**src/rtl/nv_nvdla_cdma_wt_lock_arb_pkg.sv**
```systemverilog
// ---------------------------------------------------------------------------
// nv_nvdla_cdma_wt_arb_pkg
// Shared definitions for the CDMA weight-fetch lock arbiter.
//   arb_state_e : arbiter state encoding (idle / locked on an owner)
//   clog2_f     : ceiling log2, used for elaboration-time width checks
// ---------------------------------------------------------------------------
package nv_nvdla_cdma_wt_arb_pkg;

   typedef enum logic {
      ARB_IDLE   = 1'b0,
      ARB_LOCKED = 1'b1
   } arb_state_e;

   function automatic int clog2_f(input int v);
      int r;
      r = 0;
      while ((1 << r) < v) r++;
      return r;
   endfunction

endpackage

```
**src/rtl/nv_nvdla_cdma_wt_lock_arb_if.sv**
```systemverilog
// ---------------------------------------------------------------------------
// nv_nvdla_cdma_wt_lock_arb_if
// Request/grant bundle between weight request sources and the arbiter.
//   req        : per-requester request
//   req_last   : qualifies req, the beat ends that requester's burst
//   gnt_busy   : downstream stall, blocks every grant while high
//   gnt        : one-hot grant, a beat is accepted in the same cycle
//   gnt_idx    : index of the granted requester, 0 when no grant
//   arb_locked : arbiter is holding the grant for a burst owner
// master = request side, slave = arbiter.
// ---------------------------------------------------------------------------
interface nv_nvdla_cdma_wt_lock_arb_if #(
   parameter int NUM_REQ = 4,
   parameter int IDX_W   = 2
);
   logic [NUM_REQ-1:0] req;
   logic [NUM_REQ-1:0] req_last;
   logic               gnt_busy;
   logic [NUM_REQ-1:0] gnt;
   logic [IDX_W-1:0]   gnt_idx;
   logic               arb_locked;

   modport master (
      output req, req_last, gnt_busy,
      input  gnt, gnt_idx, arb_locked
   );

   modport slave (
      input  req, req_last, gnt_busy,
      output gnt, gnt_idx, arb_locked
   );
endinterface

```
**src/rtl/nv_nvdla_cdma_wt_lock_arb_rr_pick.sv**
```systemverilog
// ---------------------------------------------------------------------------
// nv_nvdla_cdma_wt_rr_pick
// Combinational rotate-priority picker: the first set request at or above
// ptr, wrapping modulo NUM_REQ, wins. With ptr tied to 0 it degenerates to
// a fixed lowest-index-first priority encoder.
//   req     : request vector
//   ptr     : starting (highest priority) index
//   win     : one-hot winner, all zero when no request
//   win_idx : index of the winner, 0 when no request
// ---------------------------------------------------------------------------
module nv_nvdla_cdma_wt_rr_pick
   import nv_nvdla_cdma_wt_arb_pkg::*;
#(
   parameter int NUM_REQ = 4,
   parameter int IDX_W   = 2
) (
   input  logic [NUM_REQ-1:0] req,
   input  logic [IDX_W-1:0]   ptr,
   output logic [NUM_REQ-1:0] win,
   output logic [IDX_W-1:0]   win_idx
);

   int               j;
   logic [IDX_W-1:0] jj;
   logic             found;

   always_comb begin
      win     = '0;
      win_idx = '0;
      found   = 1'b0;
      j       = 0;
      jj      = '0;
      for (int k = 0; k < NUM_REQ; k++) begin
         j = int'(ptr) + k;
         if (j >= NUM_REQ) j = j - NUM_REQ;
         jj = IDX_W'(j);
         if (!found && req[jj]) begin
            found   = 1'b1;
            win[jj] = 1'b1;
            win_idx = jj;
         end
      end
   end

endmodule

```
**src/rtl/nv_nvdla_cdma_wt_lock_arb.sv**
```systemverilog
// ---------------------------------------------------------------------------
// nv_nvdla_cdma_wt_lock_arb
// N-requester arbiter for CDMA weight-fetch clients with strict-priority or
// round-robin selection and burst locking. The winner of an idle cycle keeps
// the grant until its last beat, until it drops its request, or until
// MAX_BURST beats have been accepted.
//   nvdla_core_clk : core clock
//   nvdla_core_rst : synchronous active-high reset
//   arb            : request/grant bundle (slave side)
// Grants are combinational (zero latency); state, owner, burst count and
// round-robin pointer are registered.
// ---------------------------------------------------------------------------
module nv_nvdla_cdma_wt_lock_arb
   import nv_nvdla_cdma_wt_arb_pkg::*;
#(
   parameter int NUM_REQ   = 4,
   parameter int IDX_W     = 2,
   parameter int RR_MODE   = 1,
   parameter int MAX_BURST = 8,
   parameter int CNT_W     = 8
) (
   input  logic                        nvdla_core_clk,
   input  logic                        nvdla_core_rst,
   nv_nvdla_cdma_wt_lock_arb_if.slave  arb
);

   if (IDX_W != clog2_f(NUM_REQ)) begin : g_bad_idx_w
      $error("IDX_W must equal clog2(NUM_REQ)");
   end
   if (MAX_BURST >= (1 << CNT_W)) begin : g_bad_cnt_w
      $error("CNT_W too narrow for MAX_BURST");
   end

   localparam logic [CNT_W-1:0] MAX_BURST_C = CNT_W'(MAX_BURST);
   localparam logic [IDX_W-1:0] LAST_IDX    = IDX_W'(NUM_REQ - 1);

   arb_state_e         state, state_nxt;
   logic [IDX_W-1:0]   owner, owner_nxt;
   logic [IDX_W-1:0]   rr_ptr, rr_ptr_nxt;
   logic [CNT_W-1:0]   beat_cnt, beat_cnt_nxt, cnt_inc;
   logic [IDX_W-1:0]   pick_ptr, pick_idx, sel_idx;
   logic [NUM_REQ-1:0] pick_win;
   logic               sel_req, sel_last, accept;

   // Strict mode keeps the pointer at 0, so the picker is a plain
   // lowest-index priority encoder there.
   function automatic logic [IDX_W-1:0] next_ptr(input logic [IDX_W-1:0] i);
      if (RR_MODE == 0) return '0;
      return (i == LAST_IDX) ? '0 : i + IDX_W'(1);
   endfunction

   assign pick_ptr = (RR_MODE != 0) ? rr_ptr : '0;

   nv_nvdla_cdma_wt_rr_pick #(
      .NUM_REQ (NUM_REQ),
      .IDX_W   (IDX_W)
   ) u_pick (
      .req     (arb.req),
      .ptr     (pick_ptr),
      .win     (pick_win),
      .win_idx (pick_idx)
   );

   always_comb begin
      // While locked only the owner is eligible; other requests are ignored.
      sel_idx  = (state == ARB_LOCKED) ? owner : pick_idx;
      sel_req  = (state == ARB_LOCKED) ? arb.req[owner] : |pick_win;
      sel_last = arb.req_last[sel_idx];
      accept   = sel_req & ~arb.gnt_busy & ~nvdla_core_rst;
      cnt_inc  = beat_cnt + CNT_W'(1);

      arb.gnt     = '0;
      arb.gnt_idx = '0;
      if (accept) begin
         arb.gnt[sel_idx] = 1'b1;
         arb.gnt_idx      = sel_idx;
      end

      state_nxt    = state;
      owner_nxt    = owner;
      rr_ptr_nxt   = rr_ptr;
      beat_cnt_nxt = beat_cnt;

      // A stalled cycle freezes everything, including an abandon.
      if (!arb.gnt_busy) begin
         case (state)
            ARB_IDLE: begin
               if (accept) begin
                  if (sel_last || (MAX_BURST == 1)) begin
                     rr_ptr_nxt = next_ptr(sel_idx);
                  end else begin
                     state_nxt    = ARB_LOCKED;
                     owner_nxt    = sel_idx;
                     beat_cnt_nxt = CNT_W'(1);
                  end
               end
            end
            ARB_LOCKED: begin
               // Release on abandon, last beat or burst limit; the freed
               // slot is not re-arbitrated until the next cycle.
               if (!arb.req[owner] || sel_last || (cnt_inc == MAX_BURST_C)) begin
                  state_nxt    = ARB_IDLE;
                  beat_cnt_nxt = '0;
                  rr_ptr_nxt   = next_ptr(owner);
               end else begin
                  beat_cnt_nxt = cnt_inc;
               end
            end
            default: state_nxt = ARB_IDLE;
         endcase
      end
   end

   always_ff @(posedge nvdla_core_clk) begin
      if (nvdla_core_rst) begin
         state    <= ARB_IDLE;
         owner    <= '0;
         rr_ptr   <= '0;
         beat_cnt <= '0;
      end else begin
         state    <= state_nxt;
         owner    <= owner_nxt;
         rr_ptr   <= rr_ptr_nxt;
         beat_cnt <= beat_cnt_nxt;
      end
   end

   assign arb.arb_locked = (state == ARB_LOCKED);

endmodule

```
**src/flat_wrapper.sv**
```systemverilog
// flat-port wrapper written by rule: the top's interface ports become plain ports
module nv_nvdla_cdma_wt_lock_arb_flat import nv_nvdla_cdma_wt_arb_pkg::*;
#(
   parameter int NUM_REQ   = 4,
   parameter int IDX_W     = 2,
   parameter int RR_MODE   = 1,
   parameter int MAX_BURST = 8,
   parameter int CNT_W     = 8
)
  (nvdla_core_clk, nvdla_core_rst, arb_req, arb_req_last, arb_gnt_busy, arb_gnt, arb_gnt_idx, arb_arb_locked);
  nv_nvdla_cdma_wt_lock_arb_if #(.NUM_REQ(NUM_REQ), .IDX_W(IDX_W)) arb_i ();
  input  logic nvdla_core_clk;
  input  logic nvdla_core_rst;
  input wire logic [$bits(arb_i.req)-1:0] arb_req;
  input wire logic [$bits(arb_i.req_last)-1:0] arb_req_last;
  input wire logic [$bits(arb_i.gnt_busy)-1:0] arb_gnt_busy;
  output wire logic [$bits(arb_i.gnt)-1:0] arb_gnt;
  output wire logic [$bits(arb_i.gnt_idx)-1:0] arb_gnt_idx;
  output wire logic [$bits(arb_i.arb_locked)-1:0] arb_arb_locked;
  assign arb_i.req = arb_req;
  assign arb_i.req_last = arb_req_last;
  assign arb_i.gnt_busy = arb_gnt_busy;
  assign arb_gnt = arb_i.gnt;
  assign arb_gnt_idx = arb_i.gnt_idx;
  assign arb_arb_locked = arb_i.arb_locked;
  nv_nvdla_cdma_wt_lock_arb #(.NUM_REQ(NUM_REQ), .IDX_W(IDX_W), .RR_MODE(RR_MODE), .MAX_BURST(MAX_BURST), .CNT_W(CNT_W)) u_core (.nvdla_core_clk(nvdla_core_clk), .nvdla_core_rst(nvdla_core_rst), .arb(arb_i));
endmodule
```
**config.mk**
```make
export PLATFORM = sky130hd
export DESIGN_NAME = nv_nvdla_cdma_wt_lock_arb_flat
export DESIGN_NICKNAME = d
export VERILOG_FILES = /design/src/rtl/nv_nvdla_cdma_wt_lock_arb_pkg.sv /design/src/rtl/nv_nvdla_cdma_wt_lock_arb_if.sv /design/src/rtl/nv_nvdla_cdma_wt_lock_arb_rr_pick.sv /design/src/rtl/nv_nvdla_cdma_wt_lock_arb.sv /design/src/flat_wrapper.sv
export SDC_FILE = /design/constraint.sdc
export NUM_CORES = 1
export LEC_CHECK = 0
export BUFFER_PORTS_ARGS = -buffer_cell sky130_fd_sc_hd__buf_2
export CELL_PAD_IN_SITES_DETAIL_PLACEMENT = 0
export CELL_PAD_IN_SITES_GLOBAL_PLACEMENT = 2
export CORE_ASPECT_RATIO = 1.4
export CORE_MARGIN = 5
export CORE_UTILIZATION = 37
export DETAILED_ROUTE_END_ITERATION = 16
export PLACE_DENSITY = 0.87
export SLEW_MARGIN = 25
export SYNTH_ARGS = -nofsm -noshare
export SYNTH_HDL_FRONTEND = slang
export SYNTH_SLANG_ARGS = --single-unit
```
**constraint.sdc**
```tcl
create_clock -name nvdla_core_clk -period 5.01 [get_ports nvdla_core_clk]
set_input_delay 0.7515 -clock nvdla_core_clk [delete_from_list [all_inputs] [get_ports nvdla_core_clk]]
set_output_delay 0.7515 -clock nvdla_core_clk [all_outputs]
set_load 0.02 [all_outputs]
```
* Word level (Yosys, flattened, before mapping)
Cells that the tools add are included.
** Operators by class
- Add/sub/neg operators :: 10
- Magnitude comparators :: 15
- Equality and inequality tests :: 7
- Mux-type cells :: 55
- Bitwise logic cells :: 9
- Reduce and logical (&&, ||, !) cells :: 18
** Operator list (count)
- $mux 2 :: 15
- $mux 8 :: 3
- $mux 4 :: 5
- $lt 2x3->1 const B :: 6
- $mux 1 :: 18
- $pmux 8 s2 :: 1
- $bmux 1 s2 :: 6
- $or 4x4->4 :: 3
- $demux 1 s2 :: 5
- $ge 2x1->1 const B :: 5
- $ge 3x3->1 const B :: 3
- $add 8x1->8 const B :: 1
- $eq 8x4->1 const B :: 1
- $logic_and 1x1->1 :: 8
- $reduce_and 4->1 :: 2
- $sub 2x1->2 const B :: 4
- $add 2x2->3 const B :: 2
- $add 2x1->2 const B :: 2
- $eq 2x2->1 const B :: 2
- $logic_not 1->1 :: 4
- $ne 2x1->1 const B :: 2
- $ne 2x2->1 const B :: 2
- $not 1->1 :: 4
- $pmux 2 s2 :: 1
- 7 further kinds :: 9
** Word-level totals
- Register bits :: 13
- Word-level logic and storage cells :: 118

* Logic depth before layout (Yosys ltp)
- Depth after elaboration :: 21
- Mapped depth :: 15

* Modules after synthesis
From an unflattened synthesis, not the netlist that was laid out.
** Unflattened totals
- Cells, all modules :: 163
- Area, all modules :: 1383.8 um2
** By module, submodules not included
- nv_nvdla_cdma_wt_lock_arb :: times used 1, cells each 98, area an instance 894.6 um2, sequential area each 260.2 um2
- nv_nvdla_cdma_wt_rr_pick :: times used 1, cells each 65, area an instance 489.2 um2, sequential area each 0.0 um2

* Least setup slack after synthesis
Ideal clock, no wire load.
- Path type :: register to output
- Start :: reg u_core.rr_ptr[0], in the netlist u_core.pick_ptr[0]
- End :: out arb_gnt[3]
- Arrival :: 2763 ps
- Slack :: 1496 ps
- Stages on the path, launching flop included :: 13
- Path buffers :: 3
- Path through :: dfxtp_1 > buf_2 > inv_1 > ha_1 > clkbuf_1 > mux4_2 > a311oi_1 > o311ai_1 > and3_1 > buf_6 > clkinv_8 > ha_1 > and2_1
** Between the ends
- Cells in the longest elaborated chain, start to end :: 20
- Elaborated cells between the ends (all ways) :: 74
- Those cells by class :: add/sub (7); order compare (14); mux (36); bitwise (5); reduce/logical (12)
** Ends and longest elaborated chain
- from (decl) :: line nv_nvdla_cdma_wt_lock_arb.sv:39 : logic [IDX_W-1:0] rr_ptr, rr_ptr_nxt;
- from (signal assigned) :: line nv_nvdla_cdma_wt_lock_arb.sv:123 : rr_ptr <= rr_ptr_nxt;
- parallel branches: the longest is 13 deep, another holds $add 2x1->3
- $mux 2 (*) :: line nv_nvdla_cdma_wt_lock_arb_rr_pick.sv:37 : if (!found && req[jj]) begin
- $mux 2 (*) :: line nv_nvdla_cdma_wt_lock_arb.sv:66 : sel_idx = (state == ARB_LOCKED) ? owner : pick_idx;
- named net u_core.sel_idx[1] :: line nv_nvdla_cdma_wt_lock_arb.sv:41 : logic [IDX_W-1:0] pick_ptr, pick_idx, sel_idx;
- $lt 2x3->1 (implied by the code) / $ge 2x1->1 (equally long branches) :: line nv_nvdla_cdma_wt_lock_arb.sv:75 : arb.gnt[sel_idx] = 1'b1;
- $logic_and 1x1->1 (implied by the code) :: line nv_nvdla_cdma_wt_lock_arb.sv:75
- $mux 1 (implied by the code) :: line nv_nvdla_cdma_wt_lock_arb.sv:75
- $demux 1 s2 (*)
- $mux 4 (*) :: line nv_nvdla_cdma_wt_lock_arb.sv:74 : if (accept) begin
- to (decl) :: line flat_wrapper.sv:17 : output wire logic [$bits(arb_i.gnt)-1:0] arb_gnt;
Mark *: on every way through the listed nets, which the timed path passes. The select of a mux whose other input is x is not followed.

* Worst setup path in the final report
- Start :: reg u_core.rr_ptr[0], in the netlist u_core.pick_ptr[0]
- End :: out arb_gnt[1]
** Between the ends
- Cells in the longest elaborated chain, start to end :: 20
- Elaborated cells between the ends (all ways) :: 74
- Those cells by class :: add/sub (7); order compare (14); mux (36); bitwise (5); reduce/logical (12)
** Ends and longest elaborated chain (line)
- parallel branches: the longest is 19 deep, another holds $add 2x1->3
- $mux 4 (*) :: nv_nvdla_cdma_wt_lock_arb.sv:74
Every way passes the cells marked *. The select of a mux whose other input is x is not followed.

==> results.md <==
- Outcome: finished, final reports clean
- Ys async rst share: 0%
- Worst-path clk slew: 60 ps
- GRT Total Usage: 13.0%
- Clk buf depth: 2
- Initial Utilization: 38.8%
- Bufs and invs on worst path: 2
- Number of port buffers: 17
- Layout Nets: 189
- Flop pwr share: 36.9%
- Tcrit/Tclk final: 81.7%
- CP endpoint kind: output pin
- Placement Cell Area: 0.00141 mm^2
- CTS root buffer: clkbuf_8
- Die X-Extent: 60.5 um
- Sw Share: 33.6%
- Initial detailed-routing violation count: 55
- Post-route cell area: 0.00146 mm^2
- Via count: 1165
- Post-synth EDFFs: 0
- WL/cell: 14.1 um
- Most frequent CP cell: ha_1
- Met2 routed WL: 1420 um
- H-tree depth: 1
- Fmax: 244 MHz
- Commonest non-fill, non-tap cells in the layout: buf_2 (17), nor2_1 (13), dfxtp_1 (13)
- Crit path largest cell delay: 680 ps
- Seq/Total Area, Yosys: 19.7%
- Max_slew headroom: 61.6%
- Syn Area/Cell: 8.69 um^2
- Cell count after synthesis: 152
- First-pass GRT wire length: 4940 um
- Endpoints failing hold: 0
- Antenna cell count: 0
- Net switching power figure: 102 uW
- Slowest library cell on the worst path: dfxtp_1
- Final Max Slew Viols: 0
- HP Class: register to register
- Yosys warning count: 0
- Worst path top cell family by delay: simple AND/OR/NAND/NOR gates
- Crit path DAT: 3340 ps
- DRC viols: 0
- Clock Power Share: 31.0%
- RSZ-0062 raised after global routing: no
- Vias per cell: 5.66
- Initial antenna violation count: 0
- GPL Wtd Cong: 0.822
- Largest net degree at the start of global routing: 16
- Num Clock Sinks: 13
- Floorplan row count: 25
- Req. time, crit path: 4260 ps
- I/O Pins: 18
- Max_cap viols: 0
- WL final: 2910 um
- Die Y: 80.7 um
- Synth Net Count: 174
- Worst-skew pair later-pin latency: 240 ps
- CTS resizes: 0
- Leak pwr: 0.000568 uW
- Clk_skew: 0.586 ps
- Setup_tns: 0 ps
- Hold_buf cts: 0
- Most common cell after layout, fill and taps aside: buf_2
- Maximum vdd drop: 82.2 uV
- PD cells: 209 mW/mm^2
- Critical path fanouts, max: 15
- Syn-to-layout area delta: 10.2%
- Overflow left after global routing: 0
- Crit path cell chain: inv_1 > ha_1 > or3b_2 > a311oi_1 > o311ai_1 > and3_1 > ha_1 > and2_1 > buf_2
- Met3 WL post-DR: 118 um
- Dpl hpwl: 2260 um
- Top sig layer: met4
- TritonCTS clock tree: built
- Antenna viol nets, final: 0
- Yosys cell types: 58
- Number of global-route vias before repair: 1098
- Setup Viol. Count Final: 0
- CP startpoint kind: register
- Layout cells sized above 1: 18.7%
- Internal power: 202 uW
- Synth area leader: dfxtp_1
- Tmin final: 4100 ps
- Core ar.: 0.00341 mm^2
- Slew @ Worst Pin: 561 ps
- Post-synthesis cell area: 0.00132 mm^2
- CTS Buf Count: 3
- Met1 WL: 1320 um
- Crit Path Class: register to output pin
- Area fraction of the dominant cell type after synthesis: 19.7%
- Postcts setup bufs: 0
- DR pass1 iterations: 4
- Die area: 0.00488 mm^2
- Seq cells post-synth: 13
- Synth top area cells: dfxtp_1 (20%), ha_1 (10%), mux4_2 (6.8%)
- Primary FF master, synth: dfxtp_1
- Comb power frac: 32.1%
## cells in the mapped netlist (all sizes together), types with 3 or more instances
| library cell | n |
|---|---|
| and2 | 5 |
| nand2 | 12 |
| xor2 | 3 |
| a21oi | 5 |
| ha | 11 |
| nor2 | 13 |
| nand3 | 3 |
| a311oi | 3 |
| mux4 | 5 |
| dfxtp | 13 |
| nor4 | 4 |
| nand2b | 4 |
| buf | 6 |
| inv | 6 |
| o21ai | 8 |
| mux2i | 5 |
| nor2b | 4 |
| nor3 | 4 |
## worst register-to-register path, delay by kind of cell, from the launching register on
family	cells	cell delay, ps
multiplexers	3	1150
AO/OA/AOI/OAI	4	890
buffers and inverters	1	220
adder cells (fa/ha/maj)	1	540
flip-flops	1	680
AND/OR/NAND/NOR	1	260
## state kept, by name (all words and copies together) (netlist names)
signal                 flops
u_core.owner               2
u_core.arb.arb_locked      1
u_core.pick_ptr            2
u_core.beat_cnt            8
## worst paths after layout
check	from	endpoint	slack, ps	cells past startpoint
setup / recovery	u_core.pick_ptr[0]$_SDFFE_PP0P_	arb_gnt[1]	910	9
hold / removal	u_core.beat_cnt[1]$_SDFFE_PP0P_	u_core.beat_cnt[1]$_SDFFE_PP0P_	490	1
setup reg to reg	u_core.pick_ptr[0]$_SDFFE_PP0P_	u_core.beat_cnt[1]$_SDFFE_PP0P_	1170	10
hold reg to reg	u_core.beat_cnt[1]$_SDFFE_PP0P_	u_core.beat_cnt[1]$_SDFFE_PP0P_	490	1
## cells by family (layout without fill, tap and decap cells)
group | count (synthesis) | after routing | share of synthesized area (%)
simple gates | 62 | 62 | 25.6
compound gates | 38 | 38 | 22.7
buf+inv | 14 | 28 | 6.34
fa+ha+maj | 11 | 11 | 10.4
xor+xnor | 4 | 4 | 2.65
mux | 10 | 10 | 12.6
flops | 13 | 13 | 19.7
## final cells by class
| class | instances | area, um^2 |
|---|---|---|
| sequential | 13 | 260 |
| multi-input combinational | 125 | 977 |
| tap | 40 | 50.0 |
| clock buffer | 4 | 45.0 |
| timing repair buffer | 17 | 85.1 |
| inverter | 7 | 38.8 |
| fill | 382 | 1950 |
## per-layer routing
layer  global-route usage (%)  vias up
met1                     17.2      543
met3                     1.61        4
met4                     5.21        0
met5                        0        -
li1                         -      596
met2                     21.1       22
## power by group through the flow
stage	clock [uW]	sequential (uW)	combinational, uW
after detailed placement	0	115	98.4
after global routing	103	113	110
final	94.5	113	97.7
after floorplan	0	112	80.4
after CTS	98.2	113	98.8
after global placement	0	115	97.4
## stage by stage
step | setup WS, ps | hold WS, ps | power, uW | instances | util, %
6_report | 914 | 494 | 305 | 206 | 42.7
5_1_grt | 621 | 534 | 326 | 206 | 42.7
4_1_cts | 875 | 501 | 310 | 206 | 42.7
3_3_place_gp | 1190 | 478 | 212 | 202 | 41.4
2_1_floorplan | 1500 | 465 | 193 | 152 | -
3_5_place_dp | 1100 | 487 | 213 | 202 | 41.4
Power figures use the tool's default switching activity.
